### src/rtl/rv32i_pkg.sv
// Shared RV32I definitions for the memory stage: funct3 encodings, LSU states,
// and the store lane/legality helpers used when an entry is accepted.
package rv32i_pkg;

   localparam logic [2:0] F3_LB  = 3'd0;
   localparam logic [2:0] F3_LH  = 3'd1;
   localparam logic [2:0] F3_LW  = 3'd2;
   localparam logic [2:0] F3_LBU = 3'd4;
   localparam logic [2:0] F3_LHU = 3'd5;
   localparam logic [2:0] F3_SB  = 3'd0;
   localparam logic [2:0] F3_SH  = 3'd1;
   localparam logic [2:0] F3_SW  = 3'd2;

   typedef enum logic [1:0] {
      IDLE,
      REQ,
      RESP
   } lsu_state_t;

   // funct3[1:0] carries the access size for both loads and stores.
   function automatic logic [3:0] lane_mask(logic [2:0] f3, logic [1:0] addr_lo);
      case (f3[1:0])
         2'd0:    return 4'b0001 << addr_lo;
         2'd1:    return addr_lo[1] ? 4'b1100 : 4'b0011;
         default: return 4'b1111;
      endcase
   endfunction

   function automatic logic [31:0] store_lanes(logic [2:0] f3, logic [31:0] sd);
      case (f3[1:0])
         2'd0:    return {4{sd[7:0]}};
         2'd1:    return {2{sd[15:0]}};
         default: return sd;
      endcase
   endfunction

   function automatic logic access_ok(logic rd_en, logic wr_en, logic [2:0] f3,
                                      logic [1:0] addr_lo);
      logic f3_ok;
      logic aligned;
      if (rd_en && wr_en) return 1'b0;
      if (rd_en) f3_ok = f3 inside {F3_LB, F3_LH, F3_LW, F3_LBU, F3_LHU};
      else       f3_ok = f3 inside {F3_SB, F3_SH, F3_SW};
      case (f3[1:0])
         2'd1:    aligned = !addr_lo[0];
         2'd2:    aligned = (addr_lo == 2'b00);
         default: aligned = 1'b1;
      endcase
      return f3_ok && aligned;
   endfunction

endpackage

### src/rtl/mem_stage_lsu_load_align.sv
// Load data extraction: picks the addressed byte/half lane out of the bus word
// and sign- or zero-extends it according to funct3.
module load_align
   import rv32i_pkg::*;
(
   input  logic [31:0] rdata_i,
   input  logic [1:0]  addr_lo_i,
   input  logic [2:0]  funct3_i,
   output logic [31:0] data_o
);

   logic [7:0]  byte_v;
   logic [15:0] half_v;

   assign byte_v = rdata_i[{addr_lo_i, 3'b000} +: 8];
   assign half_v = addr_lo_i[1] ? rdata_i[31:16] : rdata_i[15:0];

   // NOTE: data_o is assigned on every path (default arm), so no latch is inferred.
   always_comb begin
      case (funct3_i)
         F3_LB:   data_o = {{24{byte_v[7]}}, byte_v};
         F3_LBU:  data_o = {24'h0, byte_v};
         F3_LH:   data_o = {{16{half_v[15]}}, half_v};
         F3_LHU:  data_o = {16'h0, half_v};
         default: data_o = rdata_i;
      endcase
   end

endmodule

### src/rtl/mem_stage_lsu.sv
// Memory-stage load/store unit: turns an EX/MEM entry into one req/gnt/rvalid
// bus transaction and produces a registered, aligned write-back result.
module mem_stage_lsu
   import rv32i_pkg::*;
#(
   parameter int XLEN = 32
) (
   input  logic            clk,
   input  logic            rst_n,
   input  logic            in_valid,
   output logic            in_ready,
   input  logic            mem_read,
   input  logic            mem_write_en,
   input  logic            mem_to_reg,
   input  logic [XLEN-1:0] mem_addr,
   input  logic [XLEN-1:0] store_data,
   input  logic [XLEN-1:0] alu_val,
   input  logic [4:0]      rd,
   input  logic [2:0]      funct3,
   output logic            dmem_req,
   output logic            dmem_we,
   output logic [XLEN-1:0] dmem_addr,
   output logic [3:0]      dmem_be,
   output logic [XLEN-1:0] dmem_wdata,
   input  logic            dmem_gnt,
   input  logic            dmem_rvalid,
   input  logic [XLEN-1:0] dmem_rdata,
   output logic            wb_valid,
   output logic [4:0]      wb_rd,
   output logic [XLEN-1:0] wb_data,
   output logic            misalign_err
);

   lsu_state_t      state_q;
   logic            dmem_req_q;
   logic            dmem_we_q;
   logic [XLEN-1:0] dmem_addr_q;
   logic [3:0]      dmem_be_q;
   logic [XLEN-1:0] dmem_wdata_q;
   logic            wb_valid_q;
   logic [4:0]      wb_rd_q;
   logic [XLEN-1:0] wb_data_q;
   logic            misalign_err_q;

   // Context of the outstanding load, needed when rvalid arrives.
   logic [4:0]      rd_q;
   logic [XLEN-1:0] alu_val_q;
   logic            mem_to_reg_q;
   logic [2:0]      funct3_q;
   logic [1:0]      addr_lo_q;

   logic [XLEN-1:0] load_val;

   load_align u_load_align (
      .rdata_i   (dmem_rdata),
      .addr_lo_i (addr_lo_q),
      .funct3_i  (funct3_q),
      .data_o    (load_val)
   );

   // NOTE: all state below uses non-blocking assignments so every flop samples
   // pre-edge values and the block order cannot change behaviour.
   always_ff @(posedge clk or negedge rst_n) begin
      if (!rst_n) begin
         state_q        <= IDLE;
         dmem_req_q     <= 1'b0;
         dmem_we_q      <= 1'b0;
         dmem_addr_q    <= '0;
         dmem_be_q      <= '0;
         dmem_wdata_q   <= '0;
         wb_valid_q     <= 1'b0;
         wb_rd_q        <= '0;
         wb_data_q      <= '0;
         misalign_err_q <= 1'b0;
         rd_q           <= '0;
         alu_val_q      <= '0;
         mem_to_reg_q   <= 1'b0;
         funct3_q       <= '0;
         addr_lo_q      <= '0;
      end else begin
         wb_valid_q     <= 1'b0;
         misalign_err_q <= 1'b0;
         case (state_q)
            IDLE: begin
               if (in_valid) begin
                  if (!mem_read && !mem_write_en) begin
                     wb_valid_q <= 1'b1;
                     wb_rd_q    <= rd;
                     wb_data_q  <= alu_val;
                  end else if (!access_ok(mem_read, mem_write_en, funct3, mem_addr[1:0])) begin
                     misalign_err_q <= 1'b1;
                  end else begin
                     dmem_req_q   <= 1'b1;
                     dmem_we_q    <= mem_write_en;
                     dmem_addr_q  <= {mem_addr[XLEN-1:2], 2'b00};
                     dmem_be_q    <= lane_mask(funct3, mem_addr[1:0]);
                     dmem_wdata_q <= store_lanes(funct3, store_data);
                     rd_q         <= rd;
                     alu_val_q    <= alu_val;
                     mem_to_reg_q <= mem_to_reg;
                     funct3_q     <= funct3;
                     addr_lo_q    <= mem_addr[1:0];
                     state_q      <= REQ;
                  end
               end
            end
            REQ: begin
               if (dmem_gnt) begin
                  dmem_req_q <= 1'b0;
                  state_q    <= dmem_we_q ? IDLE : RESP;
               end
            end
            RESP: begin
               if (dmem_rvalid) begin
                  wb_valid_q <= 1'b1;
                  wb_rd_q    <= rd_q;
                  wb_data_q  <= mem_to_reg_q ? load_val : alu_val_q;
                  state_q    <= IDLE;
               end
            end
            default: state_q <= IDLE;
         endcase
      end
   end

   assign in_ready     = (state_q == IDLE);
   assign dmem_req     = dmem_req_q;
   assign dmem_we      = dmem_we_q;
   assign dmem_addr    = dmem_addr_q;
   assign dmem_be      = dmem_be_q;
   assign dmem_wdata   = dmem_wdata_q;
   assign wb_valid     = wb_valid_q;
   assign wb_rd        = wb_rd_q;
   assign wb_data      = wb_data_q;
   assign misalign_err = misalign_err_q;

endmodule
### config.mk
export PLATFORM = sky130hd
export DESIGN_NAME = mem_stage_lsu
export DESIGN_NICKNAME = d
export VERILOG_FILES = /design/src/rtl/rv32i_pkg.sv /design/src/rtl/mem_stage_lsu_load_align.sv /design/src/rtl/mem_stage_lsu.sv
export SDC_FILE = /design/constraint.sdc
export NUM_CORES = 1
export LEC_CHECK = 0
export CORE_MARGIN = 1.5
export CORE_UTILIZATION = 40
export DETAILED_ROUTE_END_ITERATION = 8
export HOLD_SLACK_MARGIN = 0.06
export PLACE_DENSITY = 0.75
export SYNTH_ARGS = -nofsm -noshare
export SYNTH_HDL_FRONTEND = slang
export SYNTH_SLANG_ARGS = --single-unit
### constraint.sdc
create_clock -name clk -period 4.51 [get_ports clk]
set_input_delay 0.902 -clock clk [delete_from_list [all_inputs] [get_ports clk]]
set_output_delay 0.902 -clock clk [all_outputs]
set_load 0.01 [all_outputs]
* Yosys cells after proc, flatten, opt, wreduce, memory -nomap -nowiden
Cells that the tools add are included.
Operators by class: equal/unequal tests 17, shift operators 2, mux-type cells 53, bitwise operators 1, reductions and logical operators 19
Operators with widths (number):
- two-way mux 32 bit | 4
- case mux 32 bit (2 select lines) | 2
- case mux 32 bit (4 select lines) | 1
- variable part select 32 x 6 -> 8 bit | 1
- two-way mux 1 bit | 29
- two-way mux 16 bit | 1
- two-way mux 5 bit | 3
- == test 3 bit (second input constant) | 4
- two-way mux 2 bit | 6
- case mux 5 bit (2 select lines) | 1
- AND reduction 5 bit | 2
- inequality test 2 bit (second input constant) | 4
- case mux 4 bit (2 select lines) | 1
- AND reduction 4 bit | 2
- == test 3 x 1 -> 1 bit (second input constant) | 2
- zero test 2 bit | 3
- zero test 3 bit | 2
- case mux 1 bit (2 select lines) | 3
- case mux 2 bit (3 select lines) | 1
- nonzero test 5 bit | 1
- == test 2 x 1 -> 1 bit (second input constant) | 2
- == test 2 bit (second input constant) | 2
- two-way mux 4 bit | 1
- inequality test 2 x 1 -> 1 bit (second input constant) | 2
- 7 further kinds | 12
Storage, ports and cells: bits in registers 152, input port bits 144, logic and storage cells 107

* Longest topological paths before layout
Gate-level depths: netlist (run 1).
depth in word-level cells 18, depth in mapped cells 10, mapped depth without buffers 6

* By module
A second synthesis (run 1) with hierarchy kept.
Unflattened totals: cells, all modules 671, area, all modules 7941.4 sq um
Modules (own cells, without submodules):
- mem_stage_lsu | instances 1, cells each 575, area an instance 7095.6 sq um
- load_align | instances 1, cells each 96, area an instance 845.8 sq um

* Worst setup path after synthesis (run 1)
No wires, ideal clock.
path type in2reg, start point in funct3[1], end point reg addr_lo_q[0], data arrival time 2890 ps, path slack 1492 ps, stages on the path 10, cell sequence clkbuf_1 > inv_1 > ha_1 > clkbuf_1 > nor2_1 > a32o_1 > nor3_2 > buf_4 > buf_6 > mux2_1
Between the ends: longest elaborated chain between the ends 13, elaborated cells on any way between the ends 25, those cells by class 6 x eq/ne; 14 x mux; 5 x reduce/logical
Ends and longest elaborated chain:
- start: declaration | line mem_stage_lsu.sv:19 | input logic [2:0] funct3,
- == test 3 x 1 -> 1 bit, or another cell as far along | line rv32i_pkg.sv:42, rv32i_pkg.sv:43
- nonzero test 5 bit or nonzero test 3 bit (tied branches) | line rv32i_pkg.sv:42, rv32i_pkg.sv:43
- two-way mux 1 bit (2 in series) | line rv32i_pkg.sv:42 | if (rd_en) f3_ok = f3 inside {F3_LB, F3_LH, F3_LW, F3_LBU, F3_LHU};
- two-way mux 1 bit | line mem_stage_lsu.sv:86 | if (!mem_read && !mem_write_en) begin
- two-way mux 1 bit | line mem_stage_lsu.sv:85 | if (in_valid) begin
- two-way mux 1 bit | line mem_stage_lsu.sv:83 | case (state_q)
- logical AND 1 bit (*) | line rv32i_pkg.sv:49 | return f3_ok && aligned;
- two-way mux 1 bit (*) | line rv32i_pkg.sv:42
- two-way mux 1 bit (*) | line mem_stage_lsu.sv:86
- two-way mux 1 bit (*) | line mem_stage_lsu.sv:85
- two-way mux 1 bit (*) | line mem_stage_lsu.sv:83
- AND reduction 4 bit (no source line) (*)
- end signal: assignment | line mem_stage_lsu.sv:102 | addr_lo_q <= mem_addr[1:0];
- end: declaration | line mem_stage_lsu.sv:50 | logic [1:0] addr_lo_q;
Mark *: on every way between the ends. The rest lies on a longest branch, timed or not. The select of a mux whose other input is x is not followed. A chain may end at the register's enable or synchronous reset.

* Worst setup path after layout (run 1)
start point in funct3[1], end point reg alu_val_q[3]
Between the ends: longest elaborated chain between the ends 13, elaborated cells on any way between the ends 25, those cells by class 6 x eq/ne; 14 x mux; 5 x reduce/logical
Ends and longest elaborated chain:
- == test 3 x 1 -> 1 bit, or another cell as far along | line rv32i_pkg.sv:42, rv32i_pkg.sv:43
- nonzero test 5 bit or nonzero test 3 bit (tied branches) | line rv32i_pkg.sv:42, rv32i_pkg.sv:43
- two-way mux 1 bit (2 in series) | line rv32i_pkg.sv:42
- two-way mux 1 bit | line mem_stage_lsu.sv:86
- two-way mux 1 bit | line mem_stage_lsu.sv:85
- two-way mux 1 bit | line mem_stage_lsu.sv:83
- logical AND 1 bit (*) | line rv32i_pkg.sv:49
- two-way mux 1 bit (*) | line rv32i_pkg.sv:42
- two-way mux 1 bit (*) | line mem_stage_lsu.sv:86
- two-way mux 1 bit (*) | line mem_stage_lsu.sv:85
- two-way mux 1 bit (*) | line mem_stage_lsu.sv:83
- AND reduction 4 bit (no source line) (*)
- end signal: assignment | line mem_stage_lsu.sv:99 | alu_val_q <= alu_val;
- end: declaration | line mem_stage_lsu.sv:47 | logic [XLEN-1:0] alu_val_q;
Marked as above.

==> impl_metrics.env, run 1 <==
export IMPL_status="complete, but fails checks"
export IMPL_violations="design-rule violations"
export IMPL_min_to="wb_rd[3]"
export IMPL_dp_cells=1120
export IMPL_port_buffers=251
export IMPL_hold_violations=0
export IMPL_maxSlewHeadroom=0.395
export IMPL_synth_top_flop_cell="dfrtp_1"
export IMPL_placed_area_sq_um=10100
export IMPL_powerDensity_nw_per_um2=548
export IMPL_ios=254
export IMPL_post_cts_repair_setup_buffers=0
export IMPL_layout_nets=1057
export IMPL_synth_fa_ha_area_frac=0.00504
export IMPL_fin_area_sq_um=10700
export IMPL_synth_edf_count=0
export IMPL_tightest_slew_ns=0.907
export IMPL_core_sq_um=18100
export IMPL_layout_commonest_cell="clkdlybuf4s50_1"
export IMPL_die_area_sq_um=19400
export IMPL_vdd_drop_max_v=0.000298
export IMPL_switching_share=0.318
export IMPL_cts_root_buf="clkbuf_16"
export IMPL_rsz0062_at_grt="false"
export IMPL_final_cells=1152
export IMPL_first_iter_violations=276
export IMPL_place_congestion=0.794
export IMPL_clk_pin_slew_ns=0.06
export IMPL_placementRows=49
export IMPL_cts_hold_buf=0
export IMPL_rr_worst_depth=4
export IMPL_synth_top_family_by_area="multiplexers"
export IMPL_yosysUniqueCellTypes=51
export IMPL_area_growth_pct=44.3
export IMPL_seq_power_share=0.380
export IMPL_diodes=0
export IMPL_start_kind="input pin"
export IMPL_drv_slew=0
export IMPL_finalPower_w=0.00588
export IMPL_clock_sinks=152
export IMPL_async_flop_share=1.00
export IMPL_worstPathMaxFanout=37
export IMPL_yosysWarningCount=0
export IMPL_fin_crit_sh=0.756
export IMPL_yosys_area_share_simple=0.123
export IMPL_wl_um=22200
export IMPL_die_w_um=139
export IMPL_synth_xor_area_frac=0
export IMPL_cts_buffers=17
export IMPL_place_ws_ns=0.634
export IMPL_setup_slack_ns=1.10
export IMPL_cp_data_required_time_ns=4.81
export IMPL_r2r_start="addr_lo_q[1]"
export IMPL_syn_inst=675
export IMPL_rrSetupSlack_ns=2.04
export IMPL_ctsResizeCount=0
export IMPL_routed_via_density=5.42
export IMPL_muxShareOfSynthArea=0.201
export IMPL_hp_class="flip-flop to flip-flop"
export IMPL_htree_levels=4
export IMPL_wire_per_inst_um=19.3
export IMPL_crit_type="input pin to flip-flop"
export IMPL_avgSynthCellArea_sq_um=11.0
export IMPL_drcViolationCount=17
export IMPL_clockPowerShare=0.252
export IMPL_die_h_um=139
export IMPL_via_count=6245
export IMPL_pwr_share_comb=0.369
export IMPL_grt_overflow=0
export IMPL_hold_depth=2
export IMPL_dr_pass1_iters=7
export IMPL_startpoint="funct3[1]"
export IMPL_grt_pass1_wl_um=35100
export IMPL_tns_ns=0
export IMPL_period_needed_ns=3.41
export IMPL_crit_path_end_kind="flip-flop"
export IMPL_finalClockSkew_ns=0.00739
export IMPL_synth_compound_area_frac=0.114
export IMPL_p_int_w=0.00401
export IMPL_cts_tree="built"
export IMPL_clkLatencyLatePin_ns=0.43
export IMPL_hpwl_um=15800
export IMPL_power_switching_w=0.00187
export IMPL_cap_violations=0
export IMPL_final_cell_mix="250 x clkdlybuf4s50_1, 152 x dfrtp_1, 80 x mux2_1"
export IMPL_setup_viol=0
export IMPL_syn_cell_area_sq_um=7440
export IMPL_max_freq_mhz=293
export IMPL_grt_pass1_vias=6434
export IMPL_antenna_found_initial=0
export IMPL_grt_start_max_net_pins=83
export IMPL_fillers=1515
export IMPL_grtUsageTotal=0.232
export IMPL_reg2reg_to="wb_data[10]"
export IMPL_ant_nets=0
export IMPL_yosysSeqAreaShare=0.511
export IMPL_hold_start="wb_rd[3]"
export IMPL_clk_path_buf_depth=2
export IMPL_p_leak_nw=4.54
export IMPL_worstPathArrival_ns=3.71
export IMPL_initial_core_util=0.411
export IMPL_drive_gt1_frac=0.0964
export IMPL_synth_seq_cells=152
==> registers in the layout (all words and copies together), names as in the netlist, 2 cells and up <==
register / cells
alu_val_q: 32
state_q: 2
wb_rd: 5
dmem_addr: 30
dmem_wdata: 32
addr_lo_q: 2
funct3_q: 3
rd_q: 5
dmem_be: 4
wb_data: 32
==> Yosys cell counts, types with 6 or more instances <==
cell / n / share of area
a22oi_1: 8 / 0.0081
nor2b_1: 21 / 0.018
mux2i_1: 17 / 0.023
nand2b_1: 12 / 0.010
buf_6: 8 / 0.012
nand2_1: 44 / 0.022
o2111ai_1: 6 / 0.0071
dfrtp_1: 152 / 0.51
clkbuf_1: 28 / 0.014
a21oi_1: 37 / 0.025
inv_1: 16 / 0.0081
nand3_1: 11 / 0.0074
a211oi_1: 16 / 0.016
nor2_1: 74 / 0.037
a22o_1: 8 / 0.0094
o311ai_0: 8 / 0.0094
o22ai_1: 6 / 0.0050
mux2_2: 36 / 0.054
mux2_1: 80 / 0.12
nor3_1: 20 / 0.013
o21ai_0: 7 / 0.0047
o211ai_1: 6 / 0.0061
==> worst max-delay path by stage <==
| stage | end | cells past startpoint | slack (ns) |
|---|---|---|---|
| floorplan | addr_lo_q[0] | 10 | 1.49 |
| global placement | addr_lo_q[1] | 7 | 0.70 |
| detailed placement | alu_val_q[14] | 7 | 0.63 |
| CTS | alu_val_q[3] | 7 | 1.10 |
| global route | alu_val_q[12] | 7 | 0.93 |
| finish | alu_val_q[3] | 7 | 1.10 |
==> per-layer routing <==
| metal | up-vias | track usage | part of all wire |
|---|---|---|---|
| met5 | - | 0 | 0 |
| met4 | 0 | 0.0750 | 0.018 |
| met3 | 27 | 0.0860 | 0.11 |
| met2 | 284 | 0.370 | 0.47 |
| met1 | 3049 | 0.292 | 0.41 |
| li1 | 2885 | - | - |
==> power by group through the flow <==
stage          combinational [W]  sequential (W)  clock, W
2_1_floorplan           0.000835         0.00235         0
3_3_place_gp             0.00215         0.00223         0
3_5_place_dp             0.00218         0.00225         0
4_1_cts                  0.00219         0.00224   0.00151
5_1_grt                  0.00234         0.00231   0.00157
6_report                 0.00217         0.00223   0.00148
==> stage by stage <==
| step | util | hold slack (ns) |
|---|---|---|
| 6_report | 0.594 | 0.480 |
| 5_1_grt | 0.594 | 0.497 |
| 4_1_cts | 0.594 | 0.484 |
| 3_5_place_dp | 0.560 | 0.470 |
| 3_3_place_gp | 0.560 | 0.466 |
| 2_1_floorplan | - | 0.458 |
==> cell type report <==
class                   count  area (sq um)  area share
repair buffers            264          2640       0.246
multi-input cells         458          3330       0.310
clock buffers              18           439      0.0409
flip-flops and latches    152          3800       0.354
inverters                  17          63.8     0.00594
well taps                 229           287      0.0267
clock inverters            14           173      0.0161
==> worst max-delay path, cell delays in order <==
cell and delay, ns:
clkdlybuf4s50_1 0.77, ha_1 0.26, or3b_1 0.34, a32o_1 0.30
nor3_4 0.23, buf_4 0.49, mux2_1 0.39
==> kinds of logic (layout without fill, tap and decap cells) <==
family	count (synthesis)	after routing
AND/OR/NAND/NOR	197	197
flip-flops	152	152
multiplexers	134	134
AO/OA/AOI/OAI	122	122
buffers and inverters	66	313
adder cells (fa/ha/maj)	3	3
other	1	2
Note: power is estimated with default switching activity, not from simulation.
==> inputs of run 2 (changes only) <==
- clock period: 4.51 -> 3.27 ns (I/O delays scaled with it)
==> impl_metrics.env, run 2 (synthesis results as in run 1) <==
export IMPL_setup_viol=0
export IMPL_area_growth_pct=45.0
export IMPL_post_cts_repair_setup_buffers=0
export IMPL_hold_violations=0
export IMPL_ios=254
export IMPL_cts_tree="built"
export IMPL_antenna_found_initial=0
export IMPL_crit_path_end_kind="flip-flop"
export IMPL_port_buffers=251
export IMPL_cp_data_required_time_ns=3.57
export IMPL_fin_area_sq_um=10800
export IMPL_clock_sinks=152
export IMPL_status="complete, but fails checks"
export IMPL_tightest_slew_ns=0.730
export IMPL_grtUsageTotal=0.230
export IMPL_clk_pin_slew_ns=0.07
export IMPL_crit_type="input pin to flip-flop"
export IMPL_dp_cells=1125
export IMPL_finalClockSkew_ns=0.00820
export IMPL_powerDensity_nw_per_um2=752
export IMPL_clk_path_buf_depth=2
export IMPL_worstPathArrival_ns=3.02
export IMPL_cap_violations=0
export IMPL_maxSlewHeadroom=0.513
export IMPL_wire_per_inst_um=19.1
export IMPL_ant_nets=0
export IMPL_final_cells=1157
export IMPL_core_sq_um=18100
export IMPL_dr_pass1_iters=7
export IMPL_hp_class="input pin to async pin"
export IMPL_layout_nets=1062
export IMPL_drive_gt1_frac=0.101
export IMPL_finalCoreUtilization=0.597
export IMPL_violations="design-rule violations"
export IMPL_routed_via_density=5.39
export IMPL_htree_levels=4
export IMPL_fin_crit_sh=0.831
export IMPL_wl_um=22100
export IMPL_period_needed_ns=2.72
export IMPL_via_count=6240
export IMPL_die_h_um=139
export IMPL_drcViolationCount=17
export IMPL_grt_pass1_wl_um=34800
export IMPL_final_cell_mix="250 x clkdlybuf4s50_1, 152 x dfrtp_1, 80 x mux2_1"
export IMPL_drv_slew=0
export IMPL_cts_buffers=17
export IMPL_tns_ns=0
export IMPL_rsz0062_at_grt="false"
export IMPL_grt_pass1_vias=6304
export IMPL_worstPathMaxFanout=54
export IMPL_placementRows=49
export IMPL_grt_start_max_net_pins=67
export IMPL_initial_core_util=0.411
export IMPL_ctsResizeCount=0
export IMPL_first_iter_violations=421
export IMPL_die_area_sq_um=19400
export IMPL_cts_hold_buf=0
export IMPL_p_leak_nw=4.56
export IMPL_hpwl_um=15700
export IMPL_placed_area_sq_um=10200
export IMPL_layout_commonest_cell="clkdlybuf4s50_1"
export IMPL_place_congestion=0.821
export IMPL_max_freq_mhz=368
export IMPL_cts_root_buf="clkbuf_16"
export IMPL_multi_input_area_sq_um=3330
export IMPL_vdd_drop_max_v=0.000398
export IMPL_fillers=1521
export IMPL_start_kind="input pin"
export IMPL_clkLatencyLatePin_ns=0.42
export IMPL_die_w_um=139
export IMPL_register_area_sq_um=3800
export IMPL_grt_overflow=0
export IMPL_diodes=0
## run 2: routing by layer
| metal | vias to the layer above | share of wire | GRT usage |
|---|---|---|---|
| li1 | 2890 | - | - |
| met4 | 0 | 0.020 | 0.0801 |
| met5 | - | 0 | 0 |
| met3 | 32 | 0.10 | 0.0809 |
| met1 | 3030 | 0.42 | 0.291 |
| met2 | 288 | 0.46 | 0.365 |
## run 2: final timing paths
check / start / endpoint / slack [ns] / depth (start not counted)
hold reg to reg: dmem_addr[3] / dmem_addr[3] / 0.48 / 1
hold / removal: rst_n / wb_data[19] / 0.22 / 1
setup / recovery: funct3[0] / alu_val_q[30] / 0.55 / 8
max in group asynchronous: rst_n / alu_val_q[2] / 2.25 / 2
min in group clk: dmem_addr[3] / dmem_addr[3] / 0.48 / 1
setup reg to reg: state_q[1] / wb_data[14] / 1.14 / 7
## run 2: per-stage QoR
stage                     setup WS, ns  hold WS (ns)  total power, W
after global routing             0.408         0.267         0.00856
after CTS                        0.555         0.252         0.00819
after global placement           0.148         0.466         0.00606
after detailed placement         0.105         0.474         0.00612
after floorplan                  0.500         0.358         0.00439
final                            0.551         0.223         0.00811
## run 2: critical path, cell delays in order
cell and delay, ns:
clkdlybuf4s50_1 0.42, inv_1 0.10, ha_1 0.17, or3b_1 0.35, a32o_1 0.31, nor3_4 0.28, buf_12 0.34, mux2_1 0.37
## run 2: cell type report
class                   instances  share of cell area
clock inverters                14              0.0152
inverters                      17             0.00591
multi-input cells             458               0.309
clock buffers                  18              0.0407
flip-flops and latches        152               0.353
repair buffers                269               0.250
well taps                     229              0.0266
## run 2: power by group
part	total, W	leakage (nW)	internal (W)	switching, W
clock	0.00203	0.291	0.00117	0.000864
sequential	0.00306	1.83	0.00262	0.000442
combinational	0.00302	2.44	0.00170	0.00132
